`src/rtl/rr_fu_arbiter.sv`:
```
// Round-robin arbiter sharing one functional-unit issue port among N reservation-station entries.
// Grant is registered one-hot and held across FU back-pressure; the binary index comes from rr_fu_enc.

module rr_fu_enc #(
  parameter int WIDTH = 4,
  parameter int IDX_W = $clog2(WIDTH)
) (
  input  logic [WIDTH-1:0] onehot,
  output logic [IDX_W-1:0] idx
);

  always_comb begin
    idx = '0;
    for (int i = 0; i < WIDTH; i++) begin
      if (onehot[i]) idx = idx | IDX_W'(i);
    end
  end

endmodule

module rr_fu_arbiter #(
  parameter int N     = 4,
  parameter int CNT_W = 16
) (
  input  logic                 clock,
  input  logic                 reset,
  input  logic [N-1:0]         req,
  input  logic                 fu_ready,
  output logic [N-1:0]         gnt,
  output logic [$clog2(N)-1:0] gnt_idx,
  output logic                 gnt_valid,
  output logic                 fire,
  output logic [CNT_W-1:0]     stall_cnt
);

  localparam int IW = $clog2(N);

  typedef enum logic {IDLE, HOLD} state_t;

  state_t        state;
  logic [IW-1:0] ptr;
  logic [IW-1:0] ptr_next;
  logic [N-1:0]  cand_idle;
  logic [N-1:0]  cand_fire;
  logic          found_idle;
  logic          found_fire;

  // First set bit of v scanning from p upward with explicit modulo-N wrap; bit N flags "found".
  function automatic logic [N:0] pick(input logic [N-1:0] v, input logic [IW-1:0] p);
    logic [N:0]    res;
    logic [IW-1:0] jj;
    int            j;
    res = '0;
    for (int k = 0; k < N; k++) begin
      j = int'(p) + k;
      if (j >= N) j = j - N;
      jj = IW'(j);
      if (!res[N] && v[jj]) begin
        res[jj] = 1'b1;
        res[N]  = 1'b1;
      end
    end
    return res;
  endfunction

  function automatic logic [CNT_W-1:0] sat_inc(input logic [CNT_W-1:0] c);
    return (&c) ? c : c + CNT_W'(1);
  endfunction

  rr_fu_enc #(.WIDTH(N), .IDX_W(IW)) u_enc (
    .onehot (gnt),
    .idx    (gnt_idx)
  );

  always_comb begin
    ptr_next                 = (gnt_idx == IW'(N - 1)) ? '0 : gnt_idx + 1'b1;
    {found_idle, cand_idle}  = pick(req, ptr);
    // The requester just served is masked so the others get their turn first.
    {found_fire, cand_fire}  = pick(req & ~gnt, ptr_next);
  end

  // A handshake coinciding with reset is discarded, so it is not reported either.
  assign fire = gnt_valid & fu_ready & ~reset;

  always_ff @(posedge clock) begin
    if (reset) begin
      state     <= IDLE;
      gnt       <= '0;
      gnt_valid <= 1'b0;
      ptr       <= '0;
      stall_cnt <= '0;
    end else begin
      case (state)
        IDLE: begin
          if (found_idle) begin
            gnt       <= cand_idle;
            gnt_valid <= 1'b1;
            state     <= HOLD;
          end
        end
        HOLD: begin
          if (fu_ready) begin
            ptr <= ptr_next;
            if (found_fire) begin
              gnt <= cand_fire;
            end else begin
              gnt       <= '0;
              gnt_valid <= 1'b0;
              state     <= IDLE;
            end
          end else begin
            stall_cnt <= sat_inc(stall_cnt);
            if (!req[gnt_idx]) begin
              if (found_idle) begin
                gnt <= cand_idle;
              end else begin
                gnt       <= '0;
                gnt_valid <= 1'b0;
                state     <= IDLE;
              end
            end
          end
        end
        default: begin
          state     <= IDLE;
          gnt       <= '0;
          gnt_valid <= 1'b0;
        end
      endcase
    end
  end

endmodule
```
`config.mk`:
```
export PLATFORM = sky130hd
export DESIGN_NAME = rr_fu_arbiter
export DESIGN_NICKNAME = d
export VERILOG_FILES = /design/src/rtl/rr_fu_arbiter.sv
export SDC_FILE = /design/constraint.sdc
export NUM_CORES = 1
export LEC_CHECK = 0
export ABC_CLOCK_PERIOD_IN_PS = 6230
export BUFFER_PORTS_ARGS = -buffer_cell sky130_fd_sc_hd__buf_2
export CORE_AREA = 5 5 87 89
export CTS_CLUSTER_DIAMETER = 120
export DETAILED_ROUTE_END_ITERATION = 8
export DIE_AREA = 0 0 92 94
export MAX_ROUTING_LAYER = met4
export PLACE_DENSITY = 0.46
export SLEW_MARGIN = 10
export SYNTH_ARGS = -nofsm -noshare
export SYNTH_HDL_FRONTEND = slang
export SYNTH_SLANG_ARGS = --single-unit
```
`constraint.sdc`:
```
create_clock -name clock -period 6.23 [get_ports clock]
set_clock_uncertainty 0.1 [all_clocks]
set_input_delay 1.246 -clock clock [delete_from_list [all_inputs] [get_ports clock]]
set_output_delay 1.246 -clock clock [all_outputs]
set_load 0.1 [all_outputs]
```
==> reports/metrics.csv <==
metric,value,unit
number_of_clock_buffers_inserted_by_tritoncts,3,
finalCritPeriodShare,54.9,%
floorplan.die_area,0.00865,mm2
first_global_vias,1673,
n_antenna_cell,0,
design.core.area,0.00668,mm2
postSynthRegisterBits,24,
nets,269,
postLayoutCellArea,0.00220,mm2
clock_sinks,24,
route.detailed.wl_per_inst,14.5,um
max_freq,292,MHz
ctsHoldBuffers,0,
dieWidth,92,um
path_class,in -> out,
yosys-top-cells-count,"25 x sky130_fd_sc_hd__nor2_1, 24 x sky130_fd_sc_hd__dfxtp_1, 17 x sky130_fd_sc_hd__ha_1, 12 x sky130_fd_sc_hd__nand2_1, 11 x sky130_fd_sc_hd__xor2_1",
layout.filler_cells,732,
crit_end,fire,
io_buffers,30,
run_status,"finished, final reports clean",
top_reg_cell_synth,sky130_fd_sc_hd__dfxtp_1,
worst-path-max-fanout,25,
yosys_warnings,0,
post_drt_via_cell_ratio,5.31,
timing.hold.worst.start,gnt_valid,
initial_antenna_violation_count,0,
drt_wl_total,4.70,mm
start_util,29.4,%
num_io_pins,31,
place_area,0.00214,mm2
timing.max_slew.rel_slack,42.2,%
critPathArrivalTime,2.08,ns
synth.net_count,246,
tritoncts,built,
reg2regPathDepth,6,
irDropWorstVdd,0.146,mV
yosysUniqueCellTypes,59,
vias,1720,
hpwlAfterDp,3.56,mm
synth_area_per_cell,8.84,um2
layout_area_overhead,12.0,%
netlist_instances,222,
cts_root_buffer,sky130_fd_sc_hd__clkbuf_8,
grt.total_usage,11.4,%
power_density,306,mW/mm2
wire_length_of_the_first_global_routing_pass,8.05,mm
synth_area_leaders,"sky130_fd_sc_hd__dfxtp_1 24%, sky130_fd_sc_hd__ha_1 11%, sky130_fd_sc_hd__xor2_1 4.9%, sky130_fd_sc_hd__nor2_1 4.8%, sky130_fd_sc_hd__mux4_2 3.4%",
yosysMostFrequentCell,sky130_fd_sc_hd__nor2_1,
ys_async_sr_fraction,0,%
mappedNetlistArea,0.00196,mm2
setup-violations-final,0,
cts.repair_timing.setup_buffer_count,0,
count_of_standard_cell_rows,30,
antenna_violating_nets_post_route,0,
critPathCaptureType,primary output,
finalWorstPathRequiredPeriod,3.42,ns
drc_errors,0,
netlist.top_cell.by_area,sky130_fd_sc_hd__dfxtp_1,
crit-reg2reg-capture,gnt[3],
slew_violations,0,
reg2reg_setup_slack,3.09,ns
cts-resized-gates,0,
die_height,94,um
insertion_delay,0.26,ns
cts_htree_levels,1,
grt_remaining_overflow,0,
worstReg2RegStart,gnt[1],
area_fraction_of_the_dominant_cell_type_after_synthesis,24.5,%
maxCapViolations,0,
rsz0062_at_grt,false,
p_leak,0.868,nW
yosysSeqAreaShare,24.5,%
worst_hold_path_type,reg -> reg,
grt_start_max_net_pins,26,
layout-drive-gt1-share,20.1,%
ctsLongestPathBuffers,2,
worstMarginPinSlew,0.867,ns
whs_path_depth,2,
synth_enable_flop_cells,0,
drt_first_iter_violations,53,
routabilityCongestion,0.770,
required,4.88,ns
report.final.hold_viol_count,0,
final.setup.tns,0,ns
critical_path.startpoint,reset,
clkTransAtPathRegs,0.08,ns
first_pass_iters,4,
cp-start-kind,primary input,
## critical path, stage by stage
cell                     delay, ns
sky130_fd_sc_hd__buf_2        0.25
sky130_fd_sc_hd__nor2_1       0.15
sky130_fd_sc_hd__buf_2        0.43
## layout make-up
class	instances	area, um2	share of cell area (%)
clock buffer	4	55.1	2.51
inverter	9	36.3	1.65
timing repair buffer	30	150	6.83
tap	80	100	4.56
multi-input combinational	177	1380	62.6
sequential	24	480	21.9
## worst min path at each step
stage	to	slack, ns
2_1_floorplan	ptr[1]	0.43
3_3_place_gp	gnt_valid	0.42
3_5_place_dp	gnt_valid	0.44
4_1_cts	gnt_valid	0.45
5_1_grt	gnt_valid	0.48
6_report	gnt_valid	0.44
## routing by layer
metal  track usage, %  vias up  share of wire [%]
met4             2.85        0               0.47
li1                 -      871                  -
met5                -        -                  0
met2             18.6       26                 47
met1             15.2      821                 49
met3             1.20        2                2.9
## report_power, final
part | internal (mW) | switching (mW)
Combinational | 0.123 | 0.255
Sequential | 0.164 | 0.0247
Clock | 0.0564 | 0.0494
## layout by cell type (no fill, tap or decap), drive strengths merged, types with 5 or more instances in the layout
cell type,n
buf,30
a21oi,10
xor2,11
dfxtp,24
nor2,25
nand3,7
o21ai,7
a221oi,7
nand4,9
ha,17
nand2,12
a211oi,5
nor2b,8
inv,9
## sequential cells by signal, summed over array words and instances (netlist names)
name	cells
ptr	2
gnt	4
gnt_valid	1
state	1
stall_cnt	16
## per-stage QoR
step	utilization, %	setup WS, ns	std cells	total power, mW	hold slack, ns
after floorplan	-	2.06	222	0.508	0.433
after detailed placement	32.1	2.79	320	0.572	0.437
after global placement	32.1	2.79	320	0.573	0.424
final	32.9	2.81	324	0.672	0.440
after global routing	32.9	2.72	324	0.717	0.480
after CTS	32.9	2.80	324	0.678	0.449
## cells by family after synthesis
group	after synthesis	synth area share (%)
AO/OA/AOI/OAI	46	19.8
XOR/XNOR	15	6.70
adder cells (fa/ha/maj)	17	10.8
buffers and inverters	21	5.42
flip-flops	24	24.5
multiplexers	8	6.82
AND/OR/NAND/NOR	91	26.0
(Power assumes the default switching activity.)
